File: src/rtl/truth_table_sequencer_if.sv
// Bus between the truth-table sequencer and the gate under test / consumer.
// Optional compare signals exist only with TRUTH_TABLE_SEQUENCER_CHECK_EN.
interface truth_table_sequencer_if #(
    parameter int N_IN = 2
) ();
    localparam int NV = 1 << N_IN;

    // start is a level request with no ready: it is accepted only at an edge
    // where the sequencer is idle (busy=0, done=0); at any other time it is dropped.
    logic            start;
    logic [N_IN-1:0] stim;
    logic            dut_o;
    logic            busy;
    logic            done;
    logic [NV-1:0]   truth;
`ifdef TRUTH_TABLE_SEQUENCER_CHECK_EN
    logic [NV-1:0]   expected;
    logic            mismatch;
    logic [N_IN:0]   err_cnt;

    modport master (input start, dut_o, expected,
                    output stim, busy, done, truth, mismatch, err_cnt);
    modport slave  (output start, dut_o, expected,
                    input stim, busy, done, truth, mismatch, err_cnt);
`else
    modport master (input start, dut_o, output stim, busy, done, truth);
    modport slave  (output start, dut_o, input stim, busy, done, truth);
`endif
endinterface

File: src/rtl/truth_table_sequencer.sv
// Sweeps all input vectors onto a small gate and captures its truth table.
// Optional compare against a reference table: define TRUTH_TABLE_SEQUENCER_CHECK_EN.
module truth_table_sequencer #(
    parameter int N_IN      = 2,
    parameter int DWELL     = 50,
    parameter int START_VEC = 2
) (
    input  logic                    clk,
    input  logic                    rst_n,
    truth_table_sequencer_if.master bus,
    output logic [1:0]              dbg_state_o
);
    localparam int NV = 1 << N_IN;
    localparam int DW = $clog2(DWELL + 1);

    typedef enum logic [1:0] {S_IDLE = 2'd0, S_DRIVE = 2'd1, S_DONE = 2'd2} state_t;

    state_t          state_q, state_d;
    logic [DW-1:0]   dwell_q, dwell_d;
    logic [N_IN:0]   vec_q, vec_d;
    logic [N_IN-1:0] stim_q, stim_d;
    logic [NV-1:0]   truth_q, truth_d, truth_cap;
    logic            dwell_end, last_cap;

    assign dwell_end = (state_q == S_DRIVE) && (dwell_q == DW'(DWELL - 1));
    assign last_cap  = dwell_end && (vec_q == (N_IN + 1)'(NV - 1));

    // Table as it will look once the current dwell's sample is written.
    always_comb begin
        truth_cap         = truth_q;
        truth_cap[stim_q] = bus.dut_o;
    end

    always_ff @(posedge clk) begin
        if (!rst_n) state_q <= S_IDLE;
        else        state_q <= state_d;
    end

    always_comb begin
        state_d = state_q;
        case (state_q)
            S_IDLE:  if (bus.start) state_d = S_DRIVE;
            S_DRIVE: if (last_cap)  state_d = S_DONE;
            S_DONE:  state_d = S_IDLE;
            default: state_d = S_IDLE;
        endcase
    end

    always_comb begin
        bus.busy    = (state_q == S_DRIVE);
        bus.done    = (state_q == S_DONE);
        dbg_state_o = state_q;
    end

    assign bus.stim  = stim_q;
    assign bus.truth = truth_q;

    always_comb begin
        stim_d  = stim_q;
        truth_d = truth_q;
        dwell_d = dwell_q;
        vec_d   = vec_q;
        case (state_q)
            S_IDLE: if (bus.start) begin
                stim_d  = N_IN'(START_VEC);
                truth_d = '0;
                dwell_d = '0;
                vec_d   = '0;
            end
            S_DRIVE: if (dwell_end) begin
                truth_d = truth_cap;
                dwell_d = '0;
                vec_d   = vec_q + (N_IN + 1)'(1);
                stim_d  = last_cap ? '0 : stim_q + N_IN'(1);
            end else begin
                dwell_d = dwell_q + DW'(1);
            end
            default: ;
        endcase
    end

    always_ff @(posedge clk) begin
        if (!rst_n) begin
            stim_q  <= '0;
            truth_q <= '0;
            dwell_q <= '0;
            vec_q   <= '0;
        end else begin
            stim_q  <= stim_d;
            truth_q <= truth_d;
            dwell_q <= dwell_d;
            vec_q   <= vec_d;
        end
    end

`ifdef TRUTH_TABLE_SEQUENCER_CHECK_EN
    logic [NV-1:0] exp_q, exp_d;
    logic          mis_q, mis_d;
    logic [N_IN:0] err_q, err_d;

    function automatic logic [N_IN:0] popcount(input logic [NV-1:0] x);
        logic [N_IN:0] cnt;
        cnt = '0;
        for (int i = 0; i < NV; i++) cnt = cnt + (N_IN + 1)'(x[i]);
        return cnt;
    endfunction

    // The final sample is folded in combinationally so the verdict lands with done.
    always_comb begin
        exp_d = exp_q;
        mis_d = mis_q;
        err_d = err_q;
        if (state_q == S_IDLE && bus.start) begin
            exp_d = bus.expected;
            mis_d = 1'b0;
            err_d = '0;
        end else if (last_cap) begin
            mis_d = (truth_cap != exp_q);
            err_d = popcount(truth_cap ^ exp_q);
        end
    end

    always_ff @(posedge clk) begin
        if (!rst_n) begin
            exp_q <= '0;
            mis_q <= 1'b0;
            err_q <= '0;
        end else begin
            exp_q <= exp_d;
            mis_q <= mis_d;
            err_q <= err_d;
        end
    end

    assign bus.mismatch = mis_q;
    assign bus.err_cnt  = err_q;
`endif
endmodule
File: src/flat_wrapper.sv
// flat-port wrapper written by rule: the top's interface ports become plain ports
module truth_table_sequencer_flat 
#(
    parameter int N_IN      = 2,
    parameter int DWELL     = 50,
    parameter int START_VEC = 2
)
  (clk, rst_n, dbg_state_o, bus_start, bus_dut_o, bus_stim, bus_busy, bus_done, bus_truth);
  truth_table_sequencer_if #(.N_IN(N_IN)) bus_i ();
  input  logic clk;
  input  logic rst_n;
  output logic [1:0] dbg_state_o;
  input wire logic [$bits(bus_i.start)-1:0] bus_start;
  input wire logic [$bits(bus_i.dut_o)-1:0] bus_dut_o;
  output wire logic [$bits(bus_i.stim)-1:0] bus_stim;
  output wire logic [$bits(bus_i.busy)-1:0] bus_busy;
  output wire logic [$bits(bus_i.done)-1:0] bus_done;
  output wire logic [$bits(bus_i.truth)-1:0] bus_truth;
  assign bus_i.start = bus_start;
  assign bus_i.dut_o = bus_dut_o;
  assign bus_stim = bus_i.stim;
  assign bus_busy = bus_i.busy;
  assign bus_done = bus_i.done;
  assign bus_truth = bus_i.truth;
  truth_table_sequencer #(.N_IN(N_IN), .DWELL(DWELL), .START_VEC(START_VEC)) u_core (.clk(clk), .rst_n(rst_n), .bus(bus_i), .dbg_state_o(dbg_state_o));
endmodule
File: config.mk
export PLATFORM = sky130hd
export DESIGN_NAME = truth_table_sequencer_flat
export DESIGN_NICKNAME = d
export VERILOG_FILES = /design/src/rtl/truth_table_sequencer_if.sv /design/src/rtl/truth_table_sequencer.sv /design/src/flat_wrapper.sv
export SDC_FILE = /design/constraint.sdc
export NUM_CORES = 1
export LEC_CHECK = 0
export BUFFER_PORTS_ARGS = -buffer_cell sky130_fd_sc_hd__clkbuf_2
export CAP_MARGIN = 30
export CORE_MARGIN = 2
export CORE_UTILIZATION = 40
export DETAILED_ROUTE_END_ITERATION = 12
export SETUP_SLACK_MARGIN = 0.2
export SYNTH_ARGS = -nofsm -noshare
export SYNTH_HDL_FRONTEND = slang
export SYNTH_SLANG_ARGS = --single-unit
File: constraint.sdc
create_clock -name clk -period 1.5 [get_ports clk]
set_input_delay 0 -clock clk [delete_from_list [all_inputs] [get_ports clk]]
set_output_delay 0 -clock clk [all_outputs]
set_load 0.02 [all_outputs]
==> out/qor.txt, run 1 <==
Outcome: finished, final reports clean
Final setup vio count: 0
Seq pwr share: 54.7%
Max Fclk: 685 MHz
Initial DRC Count: 21
HP Class: primary input to flip-flop
Leakage: 0.000540 uW
P_int: 629 uW
DR pass1 iterations: 4
Port bufs: 13
Final Core Density: 56.8%
Fin cells: 160
Clock Skew: 0.0109 ns
Clock network power share: 29.0%
GRT Total Usage: 16.9%
Crit-path cells: or3b_4 > buf_4 > o21ai_4 > buf_6 > mux2_2 > nor2_1
Yosys reg bits: 17
# rows: 17
Net Switching: 240 uW
GRT Residual Overflow: 0
Main synth FF type: dfxtp_1
Pwr Density: 698 mW/mm^2
Worst skew pair latency: 0.29 ns
Dominant cell type by area after synthesis: dfxtp_1
Critical setup path kind: flip-flop to flip-flop
Drt drc: 0
Vias in the first global route: 796
WL/cell: 13.1 um
Hold Slack: 0.0603 ns
Tot Pwr: 869 uW
Chip height: 51.7 um
Post-Synthesis Cells: 102
DRT antenna net count: 0
Die width: 51.7 um
RSZ-0062 raised after global routing: true
Max-slew violations: 0
Synth top area share: 37.4%
Tmin final: 1.46 ns
Final #Nets: 145
CP top delay family: simple AND/OR/NAND/NOR gates
Worst slew margin: 83.5%
Worst VDD drop: 0.371 mV
Clk sinks: 17
CTS tree: built
GP Congestion: 0.836
WHS Path Cells: 3
I/O pin count: 14
Detailed-route via count: 832
Power share of the combinational group: 16.3%
Core area: 0.00219 mm^2
Synth cell types: 35
CTS max path bufs: 2
Worst Reg-to-Reg Cells: 6
DRT Wirelength: 2100 um
CP Launch Type: flip-flop
Area contributors post-synth: dfxtp_1 (37%), ha_1 (11%), nand2_1 (7.0%)
CP Capture Type: flip-flop
Mapped Area: 911 um^2
Max_cap viols: 0
Sw Share: 27.6%
ANT cells: 0
Yosys warns: 0
Dpl hpwl: 1450 um
TNS Setup: 0 ns
H-tree levels: 1
Avg Inst Size Synth: 8.93 um^2
Mapped Nets: 114
Seq/Total Area, Yosys: 37.4%
Initial antenna violation count: 0
CP Depth: 6
Synth cell count leaders: dfxtp_1 (17), nand2_1 (17), nor2_1 (9), ha_1 (8)
Fin crit share: 97.3%
Buf+Inv Stages, Crit Path: 2
First-pass GRT wire length: 3350 um
Worst Tran Pin Value: 0.248 ns
Final Hold Fails: 0
Ratio of cells with drive above 1 in the final layout: 40.9%
Post-synth EDFFs: 0
Largest net degree at the start of global routing: 13
CTS Buf Count: 3
CP max stage delay: 0.42 ns
WP data required: 1.67 ns
Initial core utilization: 41.6%
Syn-to-layout area delta: 36.7%
Crit-path max FO: 5
Vias per cell: 5.20
Die ar.: 0.00267 mm^2
Async S/R FF share, synth: 0%
Worst EP arrival: 1.63 ns
Root Buffer: clkbuf_4
Critical-path top delay cell: or3b_4
Clock transition at the registers of the reported paths: 0.11 ns
Cells after DPL: 152
==> cell families (layout without fill, tap and decap cells) <==
group	count (synthesis)	in the layout	synth area share [%]
AND/OR/NAND/NOR	47	47	26.0
buffers and inverters	8	38	3.43
multiplexers	7	7	7.83
flip-flops	17	17	37.4
AO/OA/AOI/OAI	14	14	13.5
XOR/XNOR	1	1	0.962
adder cells (fa/ha/maj)	8	8	11.0
==> timing repair <==
item / 4_1_cts / 5_1_grt
resized for setup: 16 / 8
endpoints found under the setup margin: 15 / 15
endpoints found under the hold margin: 1 / 0
buffers inserted: 1 / 1
gates cloned: 1 / 0
pin swaps: 0 / 4
hold buffers: 1 / 0
==> sequential cells by signal (all words and copies together), names as in the netlist <==
| register | flops |
|---|---|
| u_core.dwell_q | 6 |
| u_core.bus.truth | 4 |
| u_core.vec_q | 3 |
| u_core.bus.stim | 2 |
| u_core.dbg_state_o | 2 |
==> cell type report <==
| type | count | area [um^2] |
|---|---|---|
| fillers | 203 | 946 |
| clock buffers | 4 | 26.3 |
| inverters | 6 | 25.0 |
| well taps | 28 | 35.0 |
| repair buffers | 28 | 189 |
| multi-input cells | 77 | 621 |
| flip-flops and latches | 17 | 349 |
==> power by group through the flow <==
| stage | clock network (uW) | logic [uW] | registers [uW] |
|---|---|---|---|
| 2_1_floorplan | 0 | 68.6 | 490 |
| 3_3_place_gp | 0 | 122 | 482 |
| 3_5_place_dp | 0 | 124 | 482 |
| 4_1_cts | 251 | 137 | 474 |
| 5_1_grt | 278 | 156 | 477 |
| 6_report | 252 | 142 | 475 |
==> through the flow <==
step / cell area [um^2] / setup slack [ns]
final: 1240 / 0.0401
after global routing: 1240 / -0.0207
after CTS: 1200 / 0.0465
after detailed placement: 1090 / 0.0424
after global placement: 1090 / 0.0579
after floorplan: 920 / 0.0474
==> per-layer routing <==
layer	routed length, um	part of all wire, %	track usage [%]
met1	904	43	18.7
met2	1080	51	30.1
met3	58	2.8	2.87
met4	58	2.8	9.65
met5	0	0	0
==> cells in the final DEF (no fill, tap or decap), drive strengths merged, types with 2 or more instances in the layout <==
cell    Yosys  routed
a31oi       2       2
and2        3       3
buf         1      14
clkbuf      1      17
dfxtp      17      17
ha          8       8
inv         6       6
mux2i       6       6
nand2      17      17
nand3       5       5
nor2        9       9
nor2b       2       2
o21ai       2       2
o221ai      3       3
or3b        2       2
or4         2       2
==> worst register-to-register path, delay by kind of cell (launching register included) <==
kind | cells | cell delay, ns
simple gates | 2 | 0.45
mux | 1 | 0.13
flops | 1 | 0.34
compound gates | 1 | 0.14
buf+inv | 2 | 0.28
==> path summary, 6_finish.rpt <==
check,from,end,slack [ns]
hold reg to reg,u_core.bus.truth[3]$_SDFFE_PN0P_,u_core.bus.truth[3]$_SDFFE_PN0P_,0.47
setup / recovery,u_core.dwell_q[2]$_SDFFE_PN0P_,u_core.dwell_q[0]$_SDFFE_PN0P_,0.04
hold / removal,rst_n,u_core.vec_q[2]$_SDFFE_PN0P_,0.06
setup reg to reg,u_core.dwell_q[2]$_SDFFE_PN0P_,u_core.dwell_q[0]$_SDFFE_PN0P_,0.04
Power figures use the tool's default switching activity.
==> run 2: changes to the inputs <==
Settings changed: ABC_AREA from default to 1.
==> run 2 against run 1 <==
Wire length down 8.5%. Critical path type unchanged. Synthesized cell count up 21%. Count of clock-buffer cells in the layout unchanged. Final area down 4.4%. Highest routed layer unchanged. Setup slack better by 0.19 ns. Core utilization down 2.0 points.
==> out/qor.txt, run 2 <==
Outcome: finished, final reports clean
Final setup vio count: 0
Sw Share: 29.4%
GP Congestion: 0.824
I/O pin count: 14
DRT antenna net count: 0
Yosys warns: 0
Most common cell after layout, fill and taps aside: nand2_1
WL/cell: 10.8 um
ANT cells: 0
Max Fclk: 786 MHz
Net Switching: 266 uW
Post-synth EDFFs: 0
Worst EP arrival: 1.51 ns
Synth cell types: 18
Ratio of cells with drive above 1 in the final layout: 36.0%
Seq pwr share: 53.2%
RSZ-0062 raised after global routing: true
Crit-path max FO: 5
Avg Inst Size Synth: 7.27 um^2
P_int: 637 uW
Max reg flops: 6
GRT Residual Overflow: 0
Vias in the first global route: 702
Vias per cell: 4.69
CP Launch Type: flip-flop
Fin crit share: 84.8%
Die ar.: 0.00263 mm^2
Largest net degree at the start of global routing: 10
Worst VDD drop: 0.381 mV
Initial DRC Count: 15
Worst Tran Pin Value: 0.241 ns
DRT Wirelength: 1920 um
CTS tree: built
Core area: 0.00217 mm^2
Detailed-route via count: 834
Root Buffer: clkbuf_4
Initial antenna violation count: 0
Initial core utilization: 41.2%
DR pass1 iterations: 4
CP Capture Type: flip-flop
Multi-input gate area in the final layout: 563 um^2
Seq. cell area: 348 um^2
Async S/R FF share, synth: 0%
Critical setup path kind: flip-flop to flip-flop
Commonest cells after routing, fill and taps aside: nand2_1 (19), nor2_1 (14), inv_1 (13), clkbuf_2 (13), dfxtp_1 (13)
R2R setup slack: 0.23 ns
TNS Setup: 0 ns
# rows: 17
First-pass GRT wire length: 3150 um
Dpl hpwl: 1280 um
GRT Total Usage: 16.0%
CTS Buf Count: 3
Worst skew pair latency: 0.29 ns
Area contributors post-synth: dfxtp_1 (38%), ha_1 (11%), nand2_1 (10%)
Main synth FF type: dfxtp_1
Clk sinks: 17
WP data required: 1.73 ns
Syn-to-layout area delta: 33.0%
Most common cell in the netlist: nand2_1
Fillers: 218
Chip height: 51.3 um
Post-Synthesis Cells: 123
Pwr Density: 759 mW/mm^2
CTS max path bufs: 2
Register with the most flip-flops: u_core.dwell_q
Clock network power share: 28.1%
Mapped Area: 895 um^2
Post-route cell area: 0.00119 mm^2
Final #Nets: 163
Final Hold Fails: 0
Seq/Total Area, Yosys: 38.0%
Clock transition at the registers of the reported paths: 0.10 ns
Mapped Nets: 135
Worst slew margin: 83.9%
H-tree levels: 1
Dominant cell type by area after synthesis: dfxtp_1
Power share of the combinational group: 18.7%
Max_cap viols: 0
HP Class: primary input to flip-flop
Leakage: 0.000539 uW
Max-slew violations: 0
Drt drc: 0
Tot Pwr: 903 uW
Clock Skew: 0.00446 ns
Port bufs: 13
Tmin final: 1.27 ns
Cell Area, Placed: 992 um^2
Yosys reg bits: 17
Die width: 51.3 um
Synth cell count leaders: nand2_1 (24), dfxtp_1 (17), nor2_1 (16), inv_1 (14), a21oi_1 (13)
Synth top area share: 38.0%
-- run 2: cell types whose count changed after synthesis, sizes merged, moves of 3 or more --
| cell | change |
|---|---|
| a21oi | +12 |
| o221ai | -3 |
| and2 | -3 |
| mux2i | -6 |
| o21ai | +6 |
| nor2 | +11 |
| nand2 | +9 |
| nand3 | +3 |
| inv | +11 |
-- run 2: logic make-up (layout without fill, tap and decap cells) --
| group | count (synthesis) | count (layout) | synth area share, % |
|---|---|---|---|
| simple gates | 56 | 57 | 28.8 |
| compound gates | 21 | 21 | 11.7 |
| buf+inv | 20 | 46 | 9.23 |
| fa+ha+maj | 8 | 8 | 11.2 |
| xor+xnor | 1 | 1 | 0.979 |
| flops | 17 | 17 | 38.0 |
-- run 2: cell type report --
cell class              count  share of cell area (%)
multi-input cells          87                    47.3
repair buffers             23                    12.3
inverters                  19                    5.99
flip-flops and latches     17                    29.2
well taps                  28                    2.94
clock buffers               4                    2.21
-- run 2: metal layers --
layer,GRT usage [%],vias to the layer above,share of wire [%]
li1,-,445,-
met1,21.7,376,49
met2,25.1,9,47
met3,2.63,4,2.1
met4,6.58,0,1.6
met5,0,-,0
-- run 2: power by group through the flow --
| stage | clock, uW | sequential (uW) | combinational (uW) |
|---|---|---|---|
| after floorplan | 0 | 497 | 83.0 |
| after global placement | 0 | 490 | 121 |
| after detailed placement | 0 | 491 | 123 |
| after CTS | 255 | 480 | 140 |
| after global routing | 279 | 482 | 190 |
| final | 253 | 480 | 169 |
-- run 2: repair_timing --
| action | 4_1_cts | 5_1_grt |
|---|---|---|
| setup buffers | 3 | 5 |
| resized for setup | 8 | 19 |
| setup endpoints to repair | 7 | 14 |
| hold buffers | 1 | 0 |
| pin swaps | 5 | 7 |
| hold endpoints to repair | 1 | 0 |
| cloned | 1 | 0 |
-- run 2: worst max-delay path, stage by stage, from the launching register on --
cell and delay (ns):
dfxtp_2 0.35, inv_2 0.04, ha_4 0.15, nand3_4 0.08
nor2_4 0.05, buf_4 0.14, nor2_4 0.18, nand3_1 0.10
a21oi_1 0.12
-- run 2: metrics by stage --
step                hold WS (ns)  cells  util, %  setup slack (ns)
floorplan                  0.135    123        -             0.214
global placement           0.244    164     45.7             0.139
detailed placement         0.255    164     45.7            0.0634
CTS                      0.00626    173     50.0             0.187
global route              0.0179    178     54.8             0.148
finish                   0.00261    178     54.8             0.227
-- run 2: path summary, 6_finish.rpt --
kind / cells past startpoint / startpoint / to
max: 8 / u_core.dwell_q[1]$_SDFFE_PN0P_ / u_core.dwell_q[5]$_SDFFE_PN0P_
max reg2reg: 8 / u_core.dwell_q[1]$_SDFFE_PN0P_ / u_core.dwell_q[5]$_SDFFE_PN0P_
min reg2reg: 2 / u_core.dwell_q[3]$_SDFFE_PN0P_ / u_core.dwell_q[3]$_SDFFE_PN0P_
min: 3 / rst_n / u_core.bus.stim[1]$_SDFFE_PN0P_
